`config.mk`:
```
export PLATFORM = sky130hd
export DESIGN_NAME = br_resolve_queue
export DESIGN_NICKNAME = d
export VERILOG_FILES = /design/src/rtl/rv32i_types.sv /design/src/rtl/br_resolve_queue.sv
export SDC_FILE = /design/constraint.sdc
export NUM_CORES = 1
export LEC_CHECK = 0
export ABC_AREA = 0
export CORE_MARGIN = 1.5
export CORE_UTILIZATION = 35
export DETAILED_ROUTE_END_ITERATION = 16
export GPL_TIMING_DRIVEN = 0
export PLACE_DENSITY = 0.48
export REMOVE_ABC_BUFFERS = 1
export SETUP_SLACK_MARGIN = 0.3
export SKIP_LAST_GASP = 1
export SLEW_MARGIN = 10
export SYNTH_ARGS = -nofsm -noshare
export SYNTH_HDL_FRONTEND = slang
export SYNTH_SLANG_ARGS = --single-unit
```
`constraint.sdc`:
```
create_clock -name clk -period 8.6 [get_ports clk]
set_clock_uncertainty 0.2 [all_clocks]
set_input_delay 1.29 -clock clk [delete_from_list [all_inputs] [get_ports clk]]
set_output_delay 1.29 -clock clk [all_outputs]
set_load 0.03 [all_outputs]
```
`src/rtl/rv32i_types.sv`:
```
// Shared RV32I types.
//   rv32i_word   : 32-bit machine word (PCs, targets).
//   br_q_entry_t : one in-flight branch held by br_resolve_queue.
package rv32i_types;

  typedef logic [31:0] rv32i_word;

  typedef struct packed {
    rv32i_word pc;
    logic      pred;
    logic      br_en;
    logic      resolved;
  } br_q_entry_t;

endpackage

```
`src/rtl/br_resolve_queue.sv`:
```
// Branch resolve queue. Holds each conditional branch from fetch-time
// prediction until execute-time resolution. It flags mispredicts with a
// redirect PC, and drains resolved branches in program order into the
// predictor update port.
//
// Ports
//   clk, rst_n                    clock, async active-low reset
//   alloc_valid/pc/pred           fetch allocation request
//   alloc_ready, alloc_tag        allocation handshake and assigned tag
//   resolve_valid/tag/br_en/target  execute resolution
//   mispredict, redirect_pc       one-cycle mispredict pulse and correct next PC
//   update, br_en, i_addr_update  one-cycle predictor update pulse (in order)
//   count                         occupied entries
module br_resolve_queue
  import rv32i_types::*;
#(
  parameter int DEPTH = 8,
  parameter int S_TAG = $clog2(DEPTH)
) (
  input  logic             clk,
  input  logic             rst_n,
  input  logic             alloc_valid,
  input  rv32i_word        alloc_pc,
  input  logic             alloc_pred,
  output logic             alloc_ready,
  output logic [S_TAG-1:0] alloc_tag,
  input  logic             resolve_valid,
  input  logic [S_TAG-1:0] resolve_tag,
  input  logic             resolve_br_en,
  input  rv32i_word        resolve_target,
  output logic             mispredict,
  output rv32i_word        redirect_pc,
  output logic             update,
  output logic             br_en,
  output rv32i_word        i_addr_update,
  output logic [S_TAG:0]   count
);

  localparam logic [S_TAG:0] PTR_ONE = 1;

  // Pointers carry one extra MSB as a wrap bit so full and empty differ.
  logic [S_TAG:0] head, tail;
  br_q_entry_t    q [DEPTH];

  logic             full, empty;
  logic [S_TAG-1:0] res_off;
  br_q_entry_t      res_entry, head_entry;
  logic             res_ok, res_mis, do_alloc, do_drain;

  always_comb begin
    count       = tail - head;
    empty       = (head == tail);
    full        = (head[S_TAG] != tail[S_TAG]) &&
                  (head[S_TAG-1:0] == tail[S_TAG-1:0]);
    // The registered mispredict blocks allocation for the cycle after a
    // squash, while fetch is still being redirected.
    alloc_ready = !full && !mispredict;
    alloc_tag   = tail[S_TAG-1:0];

    // The distance from head in modulo arithmetic places the tag inside or
    // outside the live window [head, tail).
    res_off     = resolve_tag - head[S_TAG-1:0];
    res_entry   = q[resolve_tag];
    res_ok      = resolve_valid && ({1'b0, res_off} < count) && !res_entry.resolved;
    res_mis     = res_ok && (resolve_br_en != res_entry.pred);
    // A same-cycle allocation is younger than any squashing branch, so it is
    // dropped.
    do_alloc    = alloc_valid && alloc_ready && !res_mis;

    head_entry  = q[head[S_TAG-1:0]];
    do_drain    = !empty && head_entry.resolved;
  end

  always_ff @(posedge clk or negedge rst_n) begin
    if (!rst_n) begin
      head          <= '0;
      tail          <= '0;
      mispredict    <= 1'b0;
      redirect_pc   <= '0;
      update        <= 1'b0;
      br_en         <= 1'b0;
      i_addr_update <= '0;
      for (int i = 0; i < DEPTH; i++) q[i] <= '0;
    end else begin
      if (do_alloc) begin
        q[tail[S_TAG-1:0]] <= '{pc: alloc_pc, pred: alloc_pred, br_en: 1'b0, resolved: 1'b0};
        tail <= tail + PTR_ONE;
      end

      if (res_ok) begin
        q[resolve_tag].br_en    <= resolve_br_en;
        q[resolve_tag].resolved <= 1'b1;
      end

      mispredict <= res_mis;
      if (res_mis) begin
        redirect_pc <= resolve_br_en ? resolve_target : res_entry.pc + 32'd4;
        // Compute the squash tail from the pre-edge head. This keeps the wrap
        // bit right even if head advances at this same edge.
        tail <= head + {1'b0, res_off} + PTR_ONE;
      end

      update <= do_drain;
      if (do_drain) begin
        br_en         <= head_entry.br_en;
        i_addr_update <= head_entry.pc;
        head          <= head + PTR_ONE;
      end
    end
  end

endmodule

```
==> impl_results.md <==
- Synth top area cells: dfrtp_1 47%, mux2_2 17%, mux4_2 11%
- Reg power frac: roughly a third
- Synthesized instance count: between 1k and 1.5k
- Mean post-synth cell area: around 13 um^2
- CP endpoint kind: register
- Worst slew margin: between 10% and 20%
- Pwr Density: between 400 and 500 mW/mm^2
- R2r setup slk: roughly 2.2 ns
- Setup violators final: 0
- ANT nets after route: 0
- Reg2reg path depth: 16
- Share of layout cells above drive strength 1: approximately a third
- Most frequent cells after synthesis: 355 x dfrtp_1, 278 x mux2_2, 127 x nand2_1, 93 x mux4_2, 83 x nor2_1
- Top-Level Pins: approximately 150
- Crit path to: redirect_pc[14]
- WL per Instance: 25.9 um
- Slowest cell on crit path: nand2_1
- Post-synth ARST share: between 90% and 100%
- CTS Sinks: between 300 and 400
- Net switching power figure: approximately 3.7 mW
- Inserted Clock Buffers: 44
- Global route overflow: 0
- Total Neg Setup Slack: 0 ns
- Reg-to-reg critical path startpoint: head[0]
- Core Rows: 84
- Vert. Die Dim: approximately 230 um
- Total core area: between 0.05 and 0.06 mm^2
- Critical Path Max Stage Delay: 0.98 ns
- P&R area growth vs syn: 22.0%
- Port Buf Inserts: approximately 150
- Initial core utilization: a little over a third
- CTS root buf: clkbuf_16
- CTS tree: done
- # H-tree levels: 2
- RSZ-0062 raised after global routing: false
- Synth area leader: dfrtp_1
- Sw Ratio: around 38%
- Clock Latency Late Sink: 0.57 ns
- Outcome: completed
- Clock power share: 20.0%
- DR pass1 iterations: 5
- Vias post-DR: 13.0k
- Worst Path Max Fanout: between 50 and 60
- Worst min path class: register to register
- HP Start: redirect_pc[12]
- Number of fill cells: slightly below 5k
- Initial antenna violation count: 1
- Critical path arrival: approximately 7 ns
- Yosys warnings: 0
- Post-CTS setup buffer count: 0
- Die area: between 0.05 and 0.06 mm^2
- Hold Buf Count CTS: 0
- Pwr Total: around 9.8 mW
- Clk slew on worst S/H paths: roughly 0.05 ns
- Final Net Count: roughly 1.7k
- Worst endpoint required time: between 8 and 9 ns
- CTS resizes: 0
- Antenna diode count: 0
- Main flop type after synthesis: dfrtp_1
- Total Wirelength: approximately 60 mm
- Die X-Extent: 235 um
- All-Layer GR Usage: between 20% and 30%
- Largest net degree at the start of global routing: between 90 and 100
- Synth Register Bits: ~360
- CP cell instances: buf_6 > buf_16 > inv_1 > ha_1 > inv_1 > fa_1 > ha_1 > o21a_1 > o21a_1 > o22ai_1 > o211ai_4 > buf_16 > buf_16 > inv_2 > nand2_1 > o211ai_1
- Post-synth EDFFs: 0
- Worst Setup SP: resolve_tag[0]
- Hold Vio Cnt, Final: 0
- # DRC: 0
- Worst setup SP type: input pin
- Leak: between 9 and 10 nW
- GP Congestion: slightly below 0.8
- Post-synthesis sequential area ratio: 47.3%
- Tcrit/Tclk final: between 70 and 80%
- Max Transition Viols Final: 0
- CP dominant cell by count: buf_16
- First-pass GRT wire length: approximately 90 mm
- Type of the worst setup path: input pin to register
- DR vias/cell: roughly 5.6
- Synth top area share: a little under half
- Iteration-0 DRC Markers: 840
- Gate power share: between 40 and 50%
- Synth unique cells: 83
- Worst R2R End: redirect_pc[14]
- Vias in the first global route: between 10k and 15k
- Worst Tran Pin Value: 1.27 ns
- Fmax: about 0.15 GHz
- Maxcap violations: 0
- Synthesized area: about 0.019 mm^2
- Most numerous cell in the Yosys netlist: dfrtp_1
- Max rail drop VDD: ~230 uV
- DP HPWL: ~39 mm
- CTS Buffer Depth: 3
- Pint: between 6 and 7 mW
- Min Clock Period, post-route: roughly 6.8 ns
==> final cells by class <==
cell class	instances	area (um^2)	area share [%]
clock buffer	69	1390	6.04
clock inverter	11	161	0.704
inverter	26	101	0.442
multi-input combinational	973	9270	40.4
sequential	355	8890	38.8
tap	688	861	3.75
timing repair buffer	188	2260	9.86
==> cells in the final DEF (no fill, tap or decap), types with 5 or more instances in the layout <==
cell             Yosys  final
buf_6                7     10
a31oi_1             36     36
a211oi_1             6      5
nand2b_1             6      5
xor2_1              15     15
nand3_1             24     24
ha_1                12     12
clkbuf_8             0     17
mux2_1              11     11
o22ai_1             17     17
a221oi_1            15     15
o211ai_1             8      8
clkbuf_1            41      7
clkinv_2             0      6
buf_16               0     15
o21ai_0             26     26
mux2i_1             33     33
clkdlybuf4s50_1      0    142
nor2b_1              5      5
mux2_2             278    278
clkbuf_16            0     45
mux4_2              93     93
nor3_1              18     18
inv_1               22     22
a22oi_1              7      7
mux4_1               8      8
or3_1                6      5
a21oi_1             28     28
nand2_1            127    127
xnor2_1             19     19
and3_1              10     10
nor2_1              83     83
buf_8                2     15
dfrtp_1            355    352
==> worst min-delay path by stage <==
stage	depth (start not counted)	end
after global placement	2	redirect_pc[0]
after global routing	2	redirect_pc[1]
final	2	redirect_pc[12]
after CTS	2	redirect_pc[1]
after floorplan	1	q[105]
after detailed placement	2	redirect_pc[1]
==> critical path: cells and delay by family <==
family                   cells  cell delay [ns]
buffers and inverters        7             2.26
AO/OA/AOI/OAI                5             1.29
adder cells (fa/ha/maj)      3             1.05
AND/OR/NAND/NOR              1             0.98
==> per-stage QoR <==
| stage | util, % | area, um^2 | std cells | hold WS [ns] | setup WS (ns) |
|---|---|---|---|---|---|
| finish | 43.4 | 22900 | 2310 | 0.276 | 1.83 |
| global route | 43.4 | 22900 | 2310 | 0.297 | 1.48 |
| CTS | 43.4 | 22900 | 2310 | 0.283 | 1.80 |
| detailed placement | 40.5 | 21400 | 2230 | 0.271 | 1.20 |
| global placement | 38.9 | 20500 | 2189 | 0.263 | -10.59 |
| floorplan | - | 18200 | 1354 | 0.259 | 0.305 |
==> metal layers <==
metal / track usage (%) / vias up / share of wire (%)
met5: 0 / - / 0.022
met4: 6.40 / 2 / 2.8
met3: 4.12 / 101 / 5.1
met2: 35.5 / 358 / 48
met1: 29.9 / 6785 / 44
li1: - / 5706 / -
==> kinds of logic after synthesis <==
| logic type | count (synthesis) | share of synthesized area [%] |
|---|---|---|
| compound gates | 176 | 6.42 |
| xor+xnor | 34 | 1.58 |
| fa+ha+maj | 15 | 1.12 |
| buf+inv | 132 | 3.63 |
| flops | 355 | 47.3 |
| mux | 424 | 31.4 |
| simple gates | 324 | 8.59 |
==> power by group through the flow <==
| stage | Clock, mW | Sequential (mW) | Combinational [mW] |
|---|---|---|---|
| 2_1_floorplan | 0 | 3.40 | 2.77 |
| 3_3_place_gp | 0 | 3.40 | 4.19 |
| 3_5_place_dp | 0 | 3.31 | 4.60 |
| 4_1_cts | 2.01 | 3.29 | 4.62 |
| 5_1_grt | 2.09 | 3.42 | 4.92 |
| 6_report | 1.97 | 3.30 | 4.57 |
Note: power is estimated with default switching activity, not from simulation.
